File: src/rtl/cond_pkg.sv
// Shared types and constants for the condition/flag unit and the decode-stage
// condition evaluator.
package cond_pkg;

  // ARM condition codes as carried on br_cond
  typedef enum logic [3:0] {
    EQ = 4'h0,
    NE = 4'h1,
    CS = 4'h2,
    CC = 4'h3,
    MI = 4'h4,
    PL = 4'h5,
    VS = 4'h6,
    VC = 4'h7,
    HI = 4'h8,
    LS = 4'h9,
    GE = 4'hA,
    LT = 4'hB,
    GT = 4'hC,
    LE = 4'hD,
    AL = 4'hE,
    NV = 4'hF
  } cond_e;

  // Branch resolution FSM states
  typedef enum logic [1:0] {
    IDLE = 2'd0,
    WAIT = 2'd1,
    EVAL = 2'd2
  } state_e;

  localparam int unsigned NZCV_W = 4;
  localparam int unsigned N_BIT  = 3;
  localparam int unsigned Z_BIT  = 2;
  localparam int unsigned C_BIT  = 1;
  localparam int unsigned V_BIT  = 0;

  localparam int unsigned PEND_W   = 2;
  localparam logic [1:0]  PEND_MAX = 2'd3;

endpackage

File: src/rtl/cond_eval.sv
// Combinational evaluation of an ARM condition code against an NZCV value.
// Shared with the decode stage.
module cond_eval
  import cond_pkg::*;
(
  input  cond_e                 cond,
  input  logic [NZCV_W-1:0]     nzcv,
  output logic                  taken
);

  logic n;
  logic z;
  logic c;
  logic v;

  assign n = nzcv[N_BIT];
  assign z = nzcv[Z_BIT];
  assign c = nzcv[C_BIT];
  assign v = nzcv[V_BIT];

  // Condition truth table; AL and NV are both always-taken
  always_comb begin
    taken = 1'b0;
    case (cond)
      EQ: taken = z;
      NE: taken = !z;
      CS: taken = c;
      CC: taken = !c;
      MI: taken = n;
      PL: taken = !n;
      VS: taken = v;
      VC: taken = !v;
      HI: taken = c && !z;
      LS: taken = !c || z;
      GE: taken = (n == v);
      LT: taken = (n != v);
      GT: taken = !z && (n == v);
      LE: taken = z || (n != v);
      AL: taken = 1'b1;
      NV: taken = 1'b1;
      default: taken = 1'b0;
    endcase
  end

endmodule

File: src/rtl/cond_flag_unit.sv
// Architectural NZCV register plus B.cond resolver. Requests stall while
// flag-setting ops are still outstanding.
// Optional macro COND_FLAG_FWD_EN: release a stalled request in the same cycle
// that retires the last outstanding flag op (saves one WAIT cycle).
module cond_flag_unit
  import cond_pkg::*;
#(
  parameter int unsigned CNT_W = 16
) (
  input  logic               clk,
  input  logic               reset,
  input  logic               flag_issue,
  input  logic               alu_valid,
  input  logic               alu_setflags,
  input  logic               alu_negative,
  input  logic               alu_zero,
  input  logic               alu_overflow,
  input  logic               alu_carry_out,
  input  logic               br_valid,
  input  logic [3:0]         br_cond,
  output logic               br_ready,
  output logic               res_valid,
  output logic               res_taken,
  output logic [3:0]         nzcv,
  output logic               pend_full,
  output logic [CNT_W-1:0]   taken_cnt
);

  state_e              state;
  state_e              state_next;
  cond_e               cond_q;
  cond_e               cond_next;

  logic [NZCV_W-1:0]   nzcv_next;
  logic [PEND_W-1:0]   pend;
  logic [PEND_W-1:0]   pend_next;
  logic [PEND_W-1:0]   pend_chk;
  logic                retire;
  logic                issue_acc;
  logic                pend_dec;

  logic                eval_taken_c;
  logic                br_ready_next;
  logic                res_valid_next;
  logic                res_taken_next;
  logic                pend_full_next;
  logic [CNT_W-1:0]    taken_cnt_next;

  // Flag write and outstanding flag-op bookkeeping
  always_comb begin
    retire    = alu_valid && alu_setflags;
    nzcv_next = nzcv;
    if (retire) begin
      nzcv_next = {alu_negative, alu_zero, alu_carry_out, alu_overflow};
    end
    // A full counter only takes a new issue if a retire frees a slot
    issue_acc = flag_issue && ((pend != PEND_MAX) || retire);
    // Retire with nothing outstanding still writes flags but never underflows
    pend_dec  = retire && (pend != PEND_W'(0));
    pend_next = pend;
    if (issue_acc && !pend_dec) begin
      pend_next = pend + PEND_W'(1);
    end else if (!issue_acc && pend_dec) begin
      pend_next = pend - PEND_W'(1);
    end
  end

  // Hazard check source: forwarded next count or registered count
`ifdef COND_FLAG_FWD_EN
  assign pend_chk = pend_next;
`else
  assign pend_chk = pend;
`endif

  // Next-state logic
  always_comb begin
    state_next = state;
    cond_next  = cond_q;
    case (state)
      IDLE: begin
        if (br_valid) begin
          cond_next = cond_e'(br_cond);
          if (pend_chk == PEND_W'(0)) begin
            state_next = EVAL;
          end else begin
            state_next = WAIT;
          end
        end
      end
      WAIT: begin
        if (pend_chk == PEND_W'(0)) begin
          state_next = EVAL;
        end
      end
      EVAL: begin
        state_next = IDLE;
      end
      default: begin
        state_next = IDLE;
      end
    endcase
  end

  // Evaluate against the NZCV value that will be registered when EVAL starts
  cond_eval u_cond_eval (
    .cond  (cond_next),
    .nzcv  (nzcv_next),
    .taken (eval_taken_c)
  );

  // Moore output decode, registered alongside the state
  always_comb begin
    br_ready_next  = (state_next == IDLE);
    res_valid_next = (state_next == EVAL);
    res_taken_next = (state_next == EVAL) && eval_taken_c;
    pend_full_next = (pend_next == PEND_MAX);
    taken_cnt_next = taken_cnt;
    if ((state == EVAL) && res_taken) begin
      taken_cnt_next = taken_cnt + CNT_W'(1);
    end
  end

  // State register and latched condition code
  always_ff @(posedge clk or posedge reset) begin
    if (reset) begin
      state  <= IDLE;
      cond_q <= EQ;
    end else begin
      state  <= state_next;
      cond_q <= cond_next;
    end
  end

  // Architectural flags and outstanding-op counter
  always_ff @(posedge clk or posedge reset) begin
    if (reset) begin
      nzcv      <= 4'b0000;
      pend      <= PEND_W'(0);
      pend_full <= 1'b0;
    end else begin
      nzcv      <= nzcv_next;
      pend      <= pend_next;
      pend_full <= pend_full_next;
    end
  end

  // Handshake, result and statistics registers
  always_ff @(posedge clk or posedge reset) begin
    if (reset) begin
      br_ready  <= 1'b1;
      res_valid <= 1'b0;
      res_taken <= 1'b0;
      taken_cnt <= CNT_W'(0);
    end else begin
      br_ready  <= br_ready_next;
      res_valid <= res_valid_next;
      res_taken <= res_taken_next;
      taken_cnt <= taken_cnt_next;
    end
  end

endmodule
File: config.mk
export PLATFORM = sky130hd
export DESIGN_NAME = cond_flag_unit
export DESIGN_NICKNAME = d
export VERILOG_FILES = /design/src/rtl/cond_pkg.sv /design/src/rtl/cond_eval.sv /design/src/rtl/cond_flag_unit.sv
export SDC_FILE = /design/constraint.sdc
export NUM_CORES = 1
export LEC_CHECK = 0
export ABC_AREA = 1
export BUFFER_PORTS_ARGS = -buffer_cell sky130_fd_sc_hd__buf_2
export CAP_MARGIN = 30
export CELL_PAD_IN_SITES_DETAIL_PLACEMENT = 1
export CELL_PAD_IN_SITES_GLOBAL_PLACEMENT = 2
export CORE_MARGIN = 2
export CORE_UTILIZATION = 32
export CTS_CLUSTER_SIZE = 10
export DETAILED_ROUTE_END_ITERATION = 8
export PLACE_DENSITY = 0.91
export REMOVE_ABC_BUFFERS = 1
export SETUP_SLACK_MARGIN = 0.5
export SKIP_LAST_GASP = 1
export SLEW_MARGIN = 20
export SYNTH_ARGS = -nofsm -noshare
export SYNTH_HDL_FRONTEND = slang
export SYNTH_SLANG_ARGS = --single-unit
File: constraint.sdc
create_clock -name clk -period 1.6 [get_ports clk]
set_input_delay 0.16 -clock clk [delete_from_list [all_inputs] [get_ports clk]]
set_output_delay 0.16 -clock clk [all_outputs]
set_load 0.02 [all_outputs]
==> results.json, run 1 <==
{
  "clock_path_buffers": 2,
  "synth_seq_cells": 32,
  "top_level_ports": 38,
  "final_common_cell": "nand2_1",
  "max_freq_mhz": 650,
  "grt_max_degree": 33,
  "rows": 26,
  "start_kind": "register",
  "post_drt_via_cell_ratio": 4.70,
  "wl_per_cell_um": 14.3,
  "synth_ff_type": "dfrtp_1",
  "syn_area_mm2": 0.00173,
  "netlist-cell-type-count": 28,
  "yosys.area.top_type_share_pct": 44.7,
  "crit_path_end_kind": "register",
  "worst-slew-pin-transition_ps": 430,
  "crit_type": "register to register",
  "final_hold_viol_count": 0,
  "cts_buffers": 5,
  "die_x_um": 77.6,
  "grt_pass1_vias": 1638,
  "peakVddDrop_mv": 0.458,
  "wirelength_um": 4900,
  "crit_required_ps": 1810,
  "grt_pass1_wl_um": 7480,
  "ys_seq_area_share_pct": 46.2,
  "holdPathStages": 3,
  "layout.nets": 289,
  "async_flop_share_pct": 100,
  "drtAntennaViolNets": 0,
  "mostFrequentLayoutCells": "nand2_1 (40), buf_2 (31), dfrtp_1 (28)",
  "relSlewSlack_pct": 71.3,
  "fp.dieArea_mm2": 0.00602,
  "gp_congestion": 0.801,
  "grt_antenna_before_repair": 0,
  "p_leak_uw": 0.00134,
  "final_util_pct": 49.5,
  "synth_top_area_cell": "dfrtp_1",
  "coreArea_mm2": 0.00517,
  "grt_overflow": 0,
  "num_antenna_cells": 0,
  "drt_pass1_iterations": 4,
  "vias": 1609,
  "cp.arrival_ps": 1750,
  "cts_root_buf": "clkbuf_8",
  "rsz0062_at_grt": "true",
  "die_y_um": 77.6,
  "hp-class": "input pin to register",
  "grt_use_total_pct": 15.7,
  "post-route-min-period_ps": 1540,
  "drc": 0,
  "cap_violations": 0,
  "synth_cells": 199,
  "r2r_setup_slack_ps": 60,
  "io_buffers": 37,
  "syn2layout_area_growth_pct": 47.7,
  "period_share_pct": 96.2,
  "drtIter0Drc": 45,
  "cts.sinks": 32,
  "reg2reg_depth": 8,
  "yosys_warnings": 0,
  "path_max_fanout": 3,
  "dp.cells": 310,
  "status": "finished clean",
  "syn_area_per_cell_um2": 8.71,
  "clk_latency_ps": 290,
  "maxSlewViolCount": 0,
  "finalClockSkew_ps": 5.57,
  "stdcell_count": 342,
  "start_util_pct": 33.5,
  "finalSetupViolCount": 0,
  "cts_max_level": 2,
  "hpwl_um": 3160,
  "drive_above_1_share_pct": 49.6,
  "synth-edff-count": 0,
  "powerDensity_mw_per_mm2": 1340,
  "cts_tree": "built",
  "path_clk_slew_ps": 70,
  "yosys-top-cells-area": "dfrtp_1 (45%), nand2_1 (9.7%), xor2_1 (5.1%), nand3_1 (4.9%), inv_1 (4.1%)"
}
## cells by family after synthesis
logic type               count (synthesis)  synth area share, %
flip-flops                              32                 46.2
AO/OA/AOI/OAI                           11                 4.26
buffers and inverters                   26                 5.92
AND/OR/NAND/NOR                        111                 33.3
adder cells (fa/ha/maj)                  3                 2.16
XOR/XNOR                                16                 8.08
## area by class of cell
| cell class | count | area, µm² |
|---|---|---|
| Fill cell | 613 | 2610 |
| Multi-Input combinational cell | 141 | 992 |
| Sequential cell | 32 | 806 |
| Timing Repair Buffer | 67 | 492 |
| Inverter | 25 | 106 |
| Tap cell | 70 | 87.6 |
| Clock buffer | 6 | 72.6 |
| Clock inverter | 1 | 5.00 |
## report_power, final
part	switching (µW)	leakage [µW]	internal, µW
Clock	297	0.0000410	295
Sequential	122	0.000414	988
Combinational	983	0.000880	743
## flip-flops by register name, summed over array words and instances (netlist names)
signal     flops
pend           2
state          2
res_taken      1
res_valid      1
br_ready       1
nzcv           4
cond_q         4
pend_full      1
taken_cnt     16
## Yosys cell counts (3+ instances only)
master    n
nand2_1  45
dfrtp_1  31
inv_1    19
nand3_1  17
nor2_1   17
xor2_1   10
nand2_2   9
nand4_1   7
xnor2_1   6
nor2_2    5
inv_2     4
a21oi_1   3
ha_1      3
nand2_4   3
o21ai_2   3
## routing by layer
metal | routed length (µm) | up-vias | share of wire (%) | GRT usage [%]
met3 | 214 | 10 | 4.4 | 4.77
met5 | 0 | - | 0 | 0
li1 | - | 779 | - | -
met2 | 2560 | 37 | 52 | 26.6
met4 | 75 | 0 | 1.5 | 5.18
met1 | 2050 | 783 | 42 | 19.0
## metrics by stage
| stage | setup TNS [ps] | hold slack, ps | setup slack (ps) | power [µW] | area, µm² |
|---|---|---|---|---|---|
| after floorplan | 0 | 275 | 36.3 | 1980 | 1730 |
| after global placement | 0 | 276 | 44.7 | 2310 | 2040 |
| after detailed placement | 0 | 280 | 8.32 | 2350 | 2040 |
| after CTS | 0 | 139 | 50.0 | 3180 | 2320 |
| after global routing | -139 | 157 | -74.4 | 3680 | 2560 |
| final | 0 | 153 | 61.0 | 3430 | 2560 |
## critical path, stage by stage (launching register included)
cell and delay (ps):
dfrtp_1 410, ha_2 220, nand3_2 100, inv_2 100, nand4_4 90, nor2_4 140, nand3_4 100, nor3_2 150
xor2_1 150
## final timing paths
kind | start | to
max in group asynchronous | reset | br_ready
worst min-delay path | alu_zero | nzcv[2]
worst max-delay path | taken_cnt[0] | taken_cnt[14]
worst max register to register | taken_cnt[0] | taken_cnt[14]
min in group asynchronous | reset | taken_cnt[9]
worst min register to register | taken_cnt[15] | taken_cnt[15]
## timing repair
action,CTS,global route
hold buffers,1,0
buffers inserted,17,7
hold endpoints to repair,31,0
endpoints found under the setup margin,19,28
gates resized for setup,20,47
pin swaps,17,21
Note: power is estimated with default switching activity, not from simulation.
==> inputs of run 2 (changes only) <==
Settings changed: CORE_UTILIZATION 32 to 34, PLACE_DENSITY 0.91 to 0.95.
Clock period 1.6 ns to 1.8 ns, I/O delays scaled along.
==> results.json, run 2 (synthesis results as in run 1) <==
{
  "cap_violations": 0,
  "cp_cell_sequence": "ha_2 > nand3_2 > inv_2 > nand4_4 > nor2_4 > nand3_4 > buf_6 > xnor2_2",
  "mostFrequentLayoutCells": "nand2_1 (40), buf_2 (35), dfrtp_1 (28)",
  "path_clk_slew_ps": 70,
  "clock_path_buffers": 2,
  "grt_pass1_vias": 1724,
  "hold_ws_ps": 3.49,
  "drive_above_1_share_pct": 51.3,
  "grt_max_degree": 33,
  "wl_per_cell_um": 16.4,
  "cp.arrival_ps": 1730,
  "path_max_fanout": 3,
  "cts.sinks": 32,
  "top_level_ports": 38,
  "grt_antenna_before_repair": 0,
  "grt_overflow": 0,
  "cp_slowest_cell": "dfrtp_1",
  "die_y_um": 75.4,
  "gp_congestion": 0.824,
  "start_util_pct": 36.0,
  "final_util_pct": 54.2,
  "nFillCells": 605,
  "grt_pass1_wl_um": 7850,
  "largest_register_ffs": 16,
  "final_hold_viol_count": 0,
  "cts_tree": "built",
  "max_freq_mhz": 638,
  "drc": 0,
  "power_uw": 3090,
  "post_drt_via_cell_ratio": 4.83,
  "clk_latency_ps": 280,
  "relSlewSlack_pct": 66.5,
  "drtIter0Drc": 35,
  "top_register": "taken_cnt",
  "worst_path_dominant_cell_family": "simple AND/OR/NAND/NOR gates",
  "period_share_pct": 87.1,
  "io_buffers": 37,
  "cts_hold_buf": 0,
  "hp-class": "input pin to async pin",
  "layout.nets": 295,
  "largest_registers": "taken_cnt: 16 flops, cond_q: 4 flops, nzcv: 4 flops",
  "rsz0062_at_grt": "true",
  "grt_use_total_pct": 18.1,
  "start_kind": "register",
  "fp.dieArea_mm2": 0.00569,
  "slowest_delay_ps": 390,
  "finalClockSkew_ps": 8.50,
  "crit_path_end_kind": "register",
  "powerDensity_mw_per_mm2": 1190,
  "worst-slew-pin-transition_ps": 497,
  "seq_area_um2": 806,
  "drtAntennaViolNets": 0,
  "rows": 25,
  "crit_type": "register to register",
  "p_leak_uw": 0.00139,
  "post-route-min-period_ps": 1570,
  "finalSetupViolCount": 0,
  "cts_max_level": 2,
  "cts_root_buf": "clkbuf_8",
  "maxSlewViolCount": 0,
  "syn2layout_area_growth_pct": 50.4,
  "peakVddDrop_mv": 0.467,
  "wirelength_um": 5690,
  "vias": 1671,
  "multi_input_area_mm2": 0.00103,
  "final_common_cell": "nand2_1",
  "die_x_um": 75.4,
  "coreArea_mm2": 0.00482,
  "num_antenna_cells": 0,
  "tns_ps": 0,
  "status": "finished clean",
  "hpwl_um": 3140,
  "cts_buffers": 5,
  "critPathBufInv": 2,
  "drt_pass1_iterations": 4,
  "crit_required_ps": 1960
}
run 2: layout make-up:
| type | count | area share [%] |
|---|---|---|
| multi-input cells | 141 | 39.5 |
| clock buffers | 8 | 3.07 |
| inverters | 25 | 4.08 |
| flip-flops and latches | 32 | 30.9 |
| repair buffers | 73 | 19.2 |
| well taps | 67 | 3.21 |
run 2: per-stage QoR:
step           setup WS, ps  std cells  instance area (µm²)
2_1_floorplan           236        198                 1730
3_3_place_gp            268        303                 2010
3_5_place_dp            234        303                 2010
4_1_cts                 316        334                 2340
5_1_grt                 111        346                 2610
6_report                233        346                 2610
run 2: layer usage:
metal,vias up,track usage [%],routed length (µm)
li1,785,-,-
met1,837,20.1,2110
met2,40,33.6,3300
met3,9,3.31,199
met4,0,7.99,81
met5,-,0,0
run 2: report_power, final:
| part | switching, µW | internal (µW) |
|---|---|---|
| Clock | 257 | 275 |
| Combinational | 925 | 647 |
| Sequential | 113 | 878 |
| Total | 1290 | 1800 |
run 2: final timing paths:
path	from	endpoint	slack (ps)	cells after the start
worst max-delay path	taken_cnt[0]	taken_cnt[10]	230	8
worst min-delay path	reset	taken_cnt[12]	3	3
worst max register to register	taken_cnt[0]	taken_cnt[10]	230	8
worst min register to register	taken_cnt[15]	taken_cnt[15]	480	1
max in group asynchronous	reset	br_ready	1460	3
min in group clk	alu_zero	nzcv[2]	170	3
run 2: repair_timing:
action | in CTS | in global routing
endpoints found under the setup margin | 11 | 17
pin swaps | 17 | 18
gates resized for setup | 21 | 41
cloned | 0 | 0
buffers inserted | 23 | 12
run 2: worst reg2reg max path: cells and delay by family (launching register included):
kind | cells | cell delay, ps
flops | 1 | 390
xor+xnor | 1 | 120
buf+inv | 2 | 250
fa+ha+maj | 1 | 210
simple gates | 4 | 480
